[config.mk]
export PLATFORM = sky130hd
export DESIGN_NAME = fetch_queue
export DESIGN_NICKNAME = d
export VERILOG_FILES = /design/src/rtl/fetch_queue.sv
export SDC_FILE = /design/constraint.sdc
export NUM_CORES = 1
export LEC_CHECK = 0
export ABC_AREA = 1
export CAP_MARGIN = 15
export CORE_MARGIN = 8
export CORE_UTILIZATION = 52
export DETAILED_ROUTE_END_ITERATION = 16
export HOLD_SLACK_MARGIN = 0.06
export PLACE_DENSITY = 0.86
export SETUP_SLACK_MARGIN = 0.3
export SKIP_LAST_GASP = 1
export SYNTH_ARGS = -nofsm -noshare
export SYNTH_HDL_FRONTEND = slang
export SYNTH_SLANG_ARGS = --single-unit
[constraint.sdc]
create_clock -name clk -period 5.85 [get_ports clk]
set_clock_uncertainty 0.05 [all_clocks]
set_input_delay 1.17 -clock clk [delete_from_list [all_inputs] [get_ports clk]]
set_output_delay 1.17 -clock clk [all_outputs]
set_load 0.01 [all_outputs]
[src/rtl/fetch_queue.sv]
// fetch_queue: instruction fetch stage between the PC stage and decode.
// Drives the PC operation code, issues single-outstanding req/ack memory reads,
// and buffers returned words with their PC in a DEPTH-entry FIFO for decode.
// Optional feature macro: FETCH_MISALIGN_EN (misaligned PC blocks fetch, sticky misalign_o).
// Ports:
//   clk, reset                 clock, asynchronous active-high reset
//   pc_i                       current PC from the PC stage
//   pc_op_o, pc_target_o       PC operation (00 clr, 01 hold, 10 +4, 11 load) and load target
//   redirect_i, redirect_pc_i  one-cycle branch/jump redirect and its target
//   mem_req_o, mem_addr_o      memory read request and address
//   mem_ack_i, mem_rdata_i     read completion and data
//   instr_valid_o, instr_ready_i, instr_o, instr_pc_o   decode handshake and head entry
//   misalign_o                 sticky misaligned-fetch flag
module fetch_queue #(
   parameter int ANCHO   = 32,
   parameter int INSTR_W = 32,
   parameter int DEPTH   = 2
) (
   input  logic               clk,
   input  logic               reset,
   input  logic [ANCHO-1:0]   pc_i,
   output logic [1:0]         pc_op_o,
   output logic [ANCHO-1:0]   pc_target_o,
   input  logic               redirect_i,
   input  logic [ANCHO-1:0]   redirect_pc_i,
   output logic               mem_req_o,
   output logic [ANCHO-1:0]   mem_addr_o,
   input  logic               mem_ack_i,
   input  logic [INSTR_W-1:0] mem_rdata_i,
   output logic               instr_valid_o,
   input  logic               instr_ready_i,
   output logic [INSTR_W-1:0] instr_o,
   output logic [ANCHO-1:0]   instr_pc_o,
   output logic               misalign_o
);
   localparam int PW = $clog2(DEPTH);
   typedef enum logic [1:0] {CLR, FETCH, FULL, DROP} state_t;
   state_t state, state_n;
   logic [INSTR_W-1:0] fifo_instr [DEPTH];
   logic [ANCHO-1:0]   fifo_pc [DEPTH];
   logic [PW-1:0]      wptr, rptr;
   logic [PW:0]        count, count_n;
   logic [ANCHO-1:0]   addr_q, pend_pc;
   logic               pend, redir, ack, push, pop, bad;
   // a redirect seen during CLR is replayed on the following cycle
   assign redir = (state != CLR) && (redirect_i || pend);
`ifdef FETCH_MISALIGN_EN
   logic mis_q;
   assign bad        = (state == FETCH) && (pc_i[1:0] != 2'b00);
   assign misalign_o = mis_q;
   always_ff @(posedge clk or posedge reset)
      if (reset) mis_q <= 1'b0;
      else       mis_q <= redir ? 1'b0 : (mis_q | bad);
`else
   assign bad        = 1'b0;
   assign misalign_o = 1'b0;
`endif
   assign instr_valid_o = count != '0;
   assign instr_o       = fifo_instr[rptr];
   assign instr_pc_o    = fifo_pc[rptr];
   always_comb begin
      mem_req_o   = (state == DROP) || ((state == FETCH) && !bad);
      mem_addr_o  = (state == DROP) ? addr_q : pc_i;
      ack         = mem_ack_i && mem_req_o;
      push        = (state == FETCH) && ack && !redir;
      pop         = instr_valid_o && instr_ready_i;
      count_n     = count + (PW+1)'(push) - (PW+1)'(pop);
      pc_op_o     = (state == CLR) ? 2'b00 : redir ? 2'b11 : push ? 2'b10 : 2'b01;
      pc_target_o = redir ? (redirect_i ? redirect_pc_i : pend_pc) : '0;
      state_n     = state;
      case (state)
         CLR:     state_n = FETCH;
         // a redirect with the request still open must wait out its ack in DROP
         FETCH:   state_n = redir ? ((mem_req_o && !ack) ? DROP : FETCH)
                                  : (push && count_n == (PW+1)'(DEPTH)) ? FULL : FETCH;
         FULL:    state_n = (redir || pop) ? FETCH : FULL;
         DROP:    state_n = (redir || !ack) ? DROP : FETCH;
         default: state_n = CLR;
      endcase
   end
   always_ff @(posedge clk or posedge reset)
      if (reset) state <= CLR;
      else       state <= state_n;
   always_ff @(posedge clk or posedge reset) begin
      if (reset) begin
         wptr    <= '0;
         rptr    <= '0;
         count   <= '0;
         addr_q  <= '0;
         pend    <= 1'b0;
         pend_pc <= '0;
      end else begin
         pend <= (state == CLR) && redirect_i;
         if (state == CLR) pend_pc <= redirect_pc_i;
         if (state == FETCH) addr_q <= pc_i;
         if (redir) begin
            wptr  <= '0;
            rptr  <= '0;
            count <= '0;
         end else begin
            if (push) wptr <= wptr + PW'(1);
            if (pop)  rptr <= rptr + PW'(1);
            count <= count_n;
         end
      end
   end
   always_ff @(posedge clk)
      if (push) begin
         fifo_instr[wptr] <= mem_rdata_i;
         fifo_pc[wptr]    <= pc_i;
      end
endmodule

# Yosys cells after proc, flatten, opt, wreduce, memory -nomap -nowiden
# Memory sizes are Yosys's and may differ from the RTL's.
# Index checks and enable logic that the tools add are counted.
[word_totals] regBits=71 elab_cells=55 out_inout_bits=133 n_memories=2 ramBits=128 inputBits=101
[classes] n_addsub=4 reduce_logical=19 n_mux=19 n_eq_ne=4
[mem_list] name="fifo_instr" depth=2 width=32 rd=1 rd_ports_with_merged_regs=0 write_ports=1 line="39" text="logic [INSTR_W-1:0] fifo_instr [DEPTH];"
[mem_list] name="fifo_pc" depth=2 width=32 rd=1 rd_ports_with_merged_regs=0 write_ports=1 line="40" text="logic [ANCHO-1:0] fifo_pc [DEPTH];"
[ops] operator="32-bit 2-to-1 mux" n=3
[ops] operator="2-bit 2-to-1 mux" n=9
[ops] operator="1-bit logical AND" n=8
[ops] operator="2-bit one-hot mux with 4 select lines" n=1
[ops] operator="2-bit nonzero test" n=4
[ops] operator="2-bit == test (second input constant)" n=3
[ops] operator="1-bit 2-to-1 mux" n=6
[ops] operator="1-bit logical OR" n=4
[ops] operator="1-bit adder (second input constant)" n=2
[ops] operator="2-bit by 1-bit adder with 2-bit output" n=1
[ops] operator="2-bit by 1-bit == test with 1-bit output (second input constant)" n=1
[ops] operator="1-bit zero test" n=2
[ops] operator="2-bit zero test" n=1
[ops] operator="2-bit by 1-bit subtractor with 2-bit output" n=1

# Longest topological paths before layout
[logic_depth] word_depth=12 ltp_mapped=15 ltp_nobuf=15

# Worst setup path after synthesis
# OpenSTA, ideal clock, no wires.
[synth_path] path_kind="input port to flip-flop" startpoint="input redirect_i" endpoint="memory fifo_instr[0][0] (enable)" slack_ps=996 t_arrival_ps=4317 t_required_ps=5313 path_stages=4 path_buffers=1 setup_ps=487 cell_sequence="buf_2 > nor2_4 > nand3_1 > nor2_1"
[synth_via] elab_chain_len=6
[synth_lines] item="start: declaration" line="24" text="input logic redirect_i,"
[synth_lines] item="1-bit logical OR" line="46" text="assign redir = (state != CLR) && (redirect_i || pend);"
[synth_lines] item="1-bit logical AND" line="46"
[synth_lines] item="1-bit zero test" line="65" text="push = (state == FETCH) && ack && !redir;"
[synth_lines] item="1-bit logical AND" line="65"
[synth_lines] item="1-bit 2-to-1 mux" line="108" text="if (push) begin"
[synth_lines] item="1-bit 2-to-1 mux (not written as such)" line="109" text="fifo_instr[wptr] <= mem_rdata_i;"
[synth_lines] item="end: declaration" line="39"
# Every way passes these cells.

# Worst setup path in the final report
[layout_path] startpoint="input redirect_i" endpoint="output pc_target_o[13]"
[layout_via] elab_chain_len=3 elab_cells_between_ends=4 cone_classes="mux: 2; reduce/logical: 2"
[layout_lines] item="1-bit logical OR" line="46"
[layout_lines] item="1-bit logical AND" line="46"
[layout_lines] item="32-bit 2-to-1 mux *" line="69" text="pc_target_o = redir ? (redirect_i ? redirect_pc_i : pend_pc) : '0;"
[layout_lines] item="end: declaration" line="23" text="output logic [ANCHO-1:0] pc_target_o,"
# Mark *: on every way between the ends. The rest lies on a longest branch, timed or not.

==> results.txt <==
drt first-iter violations -> 522
first-pass GRT wire length -> 33,200 um
Final Hold Viols -> 0
Slew HR -> 0.262
CTS tree -> yes
Storage cell area -> 0.00562 mm2
Post-CTS Setup Bufs -> 0
die area -> 0.0202 mm2
pwr/cell area -> 459 mW/mm2
Cell Chain, Critical Path -> clkdlybuf4s50_1 -> buf_4 -> nor2_4 -> inv_2 -> nand2_4 -> a21oi_1 -> clkdlybuf4s50_1
Worst Setup End Kind -> primary output
IO Count -> 234
area of the multi-input gates -> 0.00228 mm2
layout cell share with drive strength beyond 1 -> 0.0514
row count -> 46
Starting Density -> 0.527
WHS Path Cells -> 2
Horiz. Die Dim -> 142 um
vias in the first global route -> 6,268
Clock transition at path regs -> 0.07 ns
1st-pass router iterations -> 6
crit path DAT -> 3.18 ns
CP max FO -> 36
Slew Limit Fails -> 0
Max Cap Viol -> 0
GRT Resource Usage Total -> 0.213
Synth Cell Area -> 0.00828 mm2
Core Region -> 0.0157 mm2
Worst path top cell family by delay -> buffers and inverters
ANT nets after route -> 0
Fillers -> 1,081
RD Place Congestion -> 0.778
cell taking the most area after synthesis -> edfxtp_1
Pleak -> 0.00480 uW
status -> finished clean
HP Class -> reg2reg
largest net degree at the start of global routing -> 66
cell mode on critical path -> clkdlybuf4s50_1
initial antenna violation count -> 0
clk sinks -> 199
I/O Buffers -> 232
Fin Setup TNS -> 0 ns
Post-Syn Area per Cell -> 9.80 um2
RSZ-0062 raised after global routing -> no
Setup-failing EPs final -> 0
Overflow after GRT -> 0
Worst R2R Setup Slack -> 2.70 ns
CTS resizes -> 0
worst-path cell with the longest stage delay -> clkdlybuf4s50_1
placed wire-length estimate -> 14,700 um
FF-to-FF path depth -> 6
die span in y -> 142 um
CP max stage delay -> 0.58 ns
WL final -> 21,700 um
Fin Hold WS -> 0.423 ns
YS warnings -> 0
Ant. Diodes -> 0
later-pin clock latency in the skew report -> 0.43 ns
#FFs+latches synth -> 199
Final min period -> 4.40 ns
Wirelength per Cell -> 16.8 um
Area Growth Syn to Fin -> 37.9%
Longest Clk Path Bufs -> 2
CP Depth -> 7
Post-Syn Nets -> 948
Post-Syn Instances -> 845
DR DRC count -> 0
Vias/cell -> 4.99
DR vias -> 6,425
critical path class -> in2out
post-synth top area share -> 0.464
TritonCTS Buffers -> 17
NumNets Final -> 1,161
Startpoint Class -> primary input
Critical path buffers and inverters -> 4
Seq/Total Area, Yosys -> 0.679
worst slew pin tran -> 1.10 ns
Crit path required time -> 4.63 ns
Achievable Freq -> 227 MHz
VDD IR max -> 0.209 mV
H-tree depth -> 4
Tcrit/Tclk final -> 0.752
distinct cell type count after synthesis -> 22
Hold-fix buffers, CTS -> 0
Root Buffer -> clkbuf_16
Area contributors post-synth -> edfxtp_1 46%, dfrtp_1 21%, nand2_1 19%
flip-flops by register name, indices dropped and copies added, names as in the netlist, 2 cells and up:
| signal | flops |
|---|---|
| count | 2 |
| addr_q | 32 |
| fifo_pc | 64 |
| pend_pc | 32 |
| fifo_instr | 64 |
| state | 2 |
routing by layer:
metal | up-vias | global-route usage | routed length (um)
met1 | 2977 | 0.267 | 8850
li1 | 3138 | - | -
met5 | - | 0 | 0
met4 | 0 | 0.0763 | 391
met2 | 281 | 0.347 | 10300
met3 | 29 | 0.0604 | 2090
layout by cell type, fill, tap and decap left out, types with 2 or more instances in the layout:
| cell | instances |
|---|---|
| a21oi_1 | 39 |
| buf_4 | 7 |
| bufinv_16 | 5 |
| clkbuf_16 | 17 |
| clkdlybuf4s50_1 | 232 |
| clkinv_2 | 2 |
| clkinv_4 | 2 |
| clkinvlp_4 | 2 |
| dfrtp_1 | 70 |
| edfxtp_1 | 128 |
| ha_1 | 2 |
| inv_1 | 42 |
| inv_2 | 5 |
| inv_6 | 3 |
| nand2_1 | 424 |
| nand3_1 | 3 |
| nor2_1 | 12 |
| nor2_4 | 5 |
| o21ai_0 | 59 |
| o21bai_1 | 2 |
where the power goes:
group | leakage [uW] | total, uW | internal (uW) | switching, uW
clock network | 0.000319 | 1300 | 770 | 528
registers | 0.00198 | 1950 | 1820 | 134
logic | 0.00250 | 2000 | 895 | 1100
total | 0.00480 | 5250 | 3480 | 1760
area by class of cell:
type | instances | share of cell area
Sequential cell | 199 | 0.492
Timing Repair Buffer | 240 | 0.210
Multi-Input combinational cell | 552 | 0.200
Clock buffer | 17 | 0.0373
Tap cell | 216 | 0.0237
Clock inverter | 15 | 0.0211
Inverter | 48 | 0.0159
cells by family after synthesis:
kind of cell / after synthesis / synth area share
AOI/OAI and AO/OA: 102 / 0.0624
buffers and inverters: 94 / 0.0477
adders and majority gates: 2 / 0.00302
and+or+nand+nor: 447 / 0.208
other: 1 / 0.000453
DFF: 199 / 0.679
cells in the mapped netlist:
| library cell | count |
|---|---|
| a21oi_1 | 39 |
| nor2_1 | 14 |
| inv_1 | 44 |
| o21ai_1 | 1 |
| clkbuf_1 | 14 |
| buf_6 | 1 |
| buf_2 | 19 |
| conb_1 | 1 |
| buf_4 | 3 |
| nand2_1 | 425 |
| nand3_1 | 3 |
| nand4_2 | 1 |
| ha_1 | 2 |
| a31oi_1 | 1 |
| nor2_4 | 3 |
| inv_2 | 4 |
| nand2_4 | 1 |
| edfxtp_1 | 128 |
| o21bai_1 | 2 |
| o21ai_0 | 59 |
| buf_1 | 9 |
| dfrtp_1 | 71 |
worst reg2reg max path: cells and delay by family, from the launching register on:
kind	cells	cell delay, ns
AND/OR/NAND/NOR	3	1.43
flip-flops	1	0.46
buffers and inverters	3	0.84
final timing paths:
kind | end | start
min in group asynchronous | addr_q[26] | reset
worst min-delay path | pend_pc[25] | pend_pc[25]
worst max register to register | fifo_pc[0][8] | state[0]
max in group asynchronous | rptr | reset
worst min register to register | pend_pc[25] | pend_pc[25]
worst max-delay path | pc_target_o[13] | redirect_i
through the flow:
stage,total power [uW],util,area [um2],instances,setup WS [ns]
after global placement,3920,0.684,10800,1255,1.53
final,5250,0.727,11400,1287,1.45
after detailed placement,3980,0.684,10800,1255,1.45
after floorplan,2950,-,8280,845,0.996
after global routing,5530,0.727,11400,1287,1.31
after CTS,5290,0.727,11400,1287,1.42
Power figures use the tool's default switching activity.
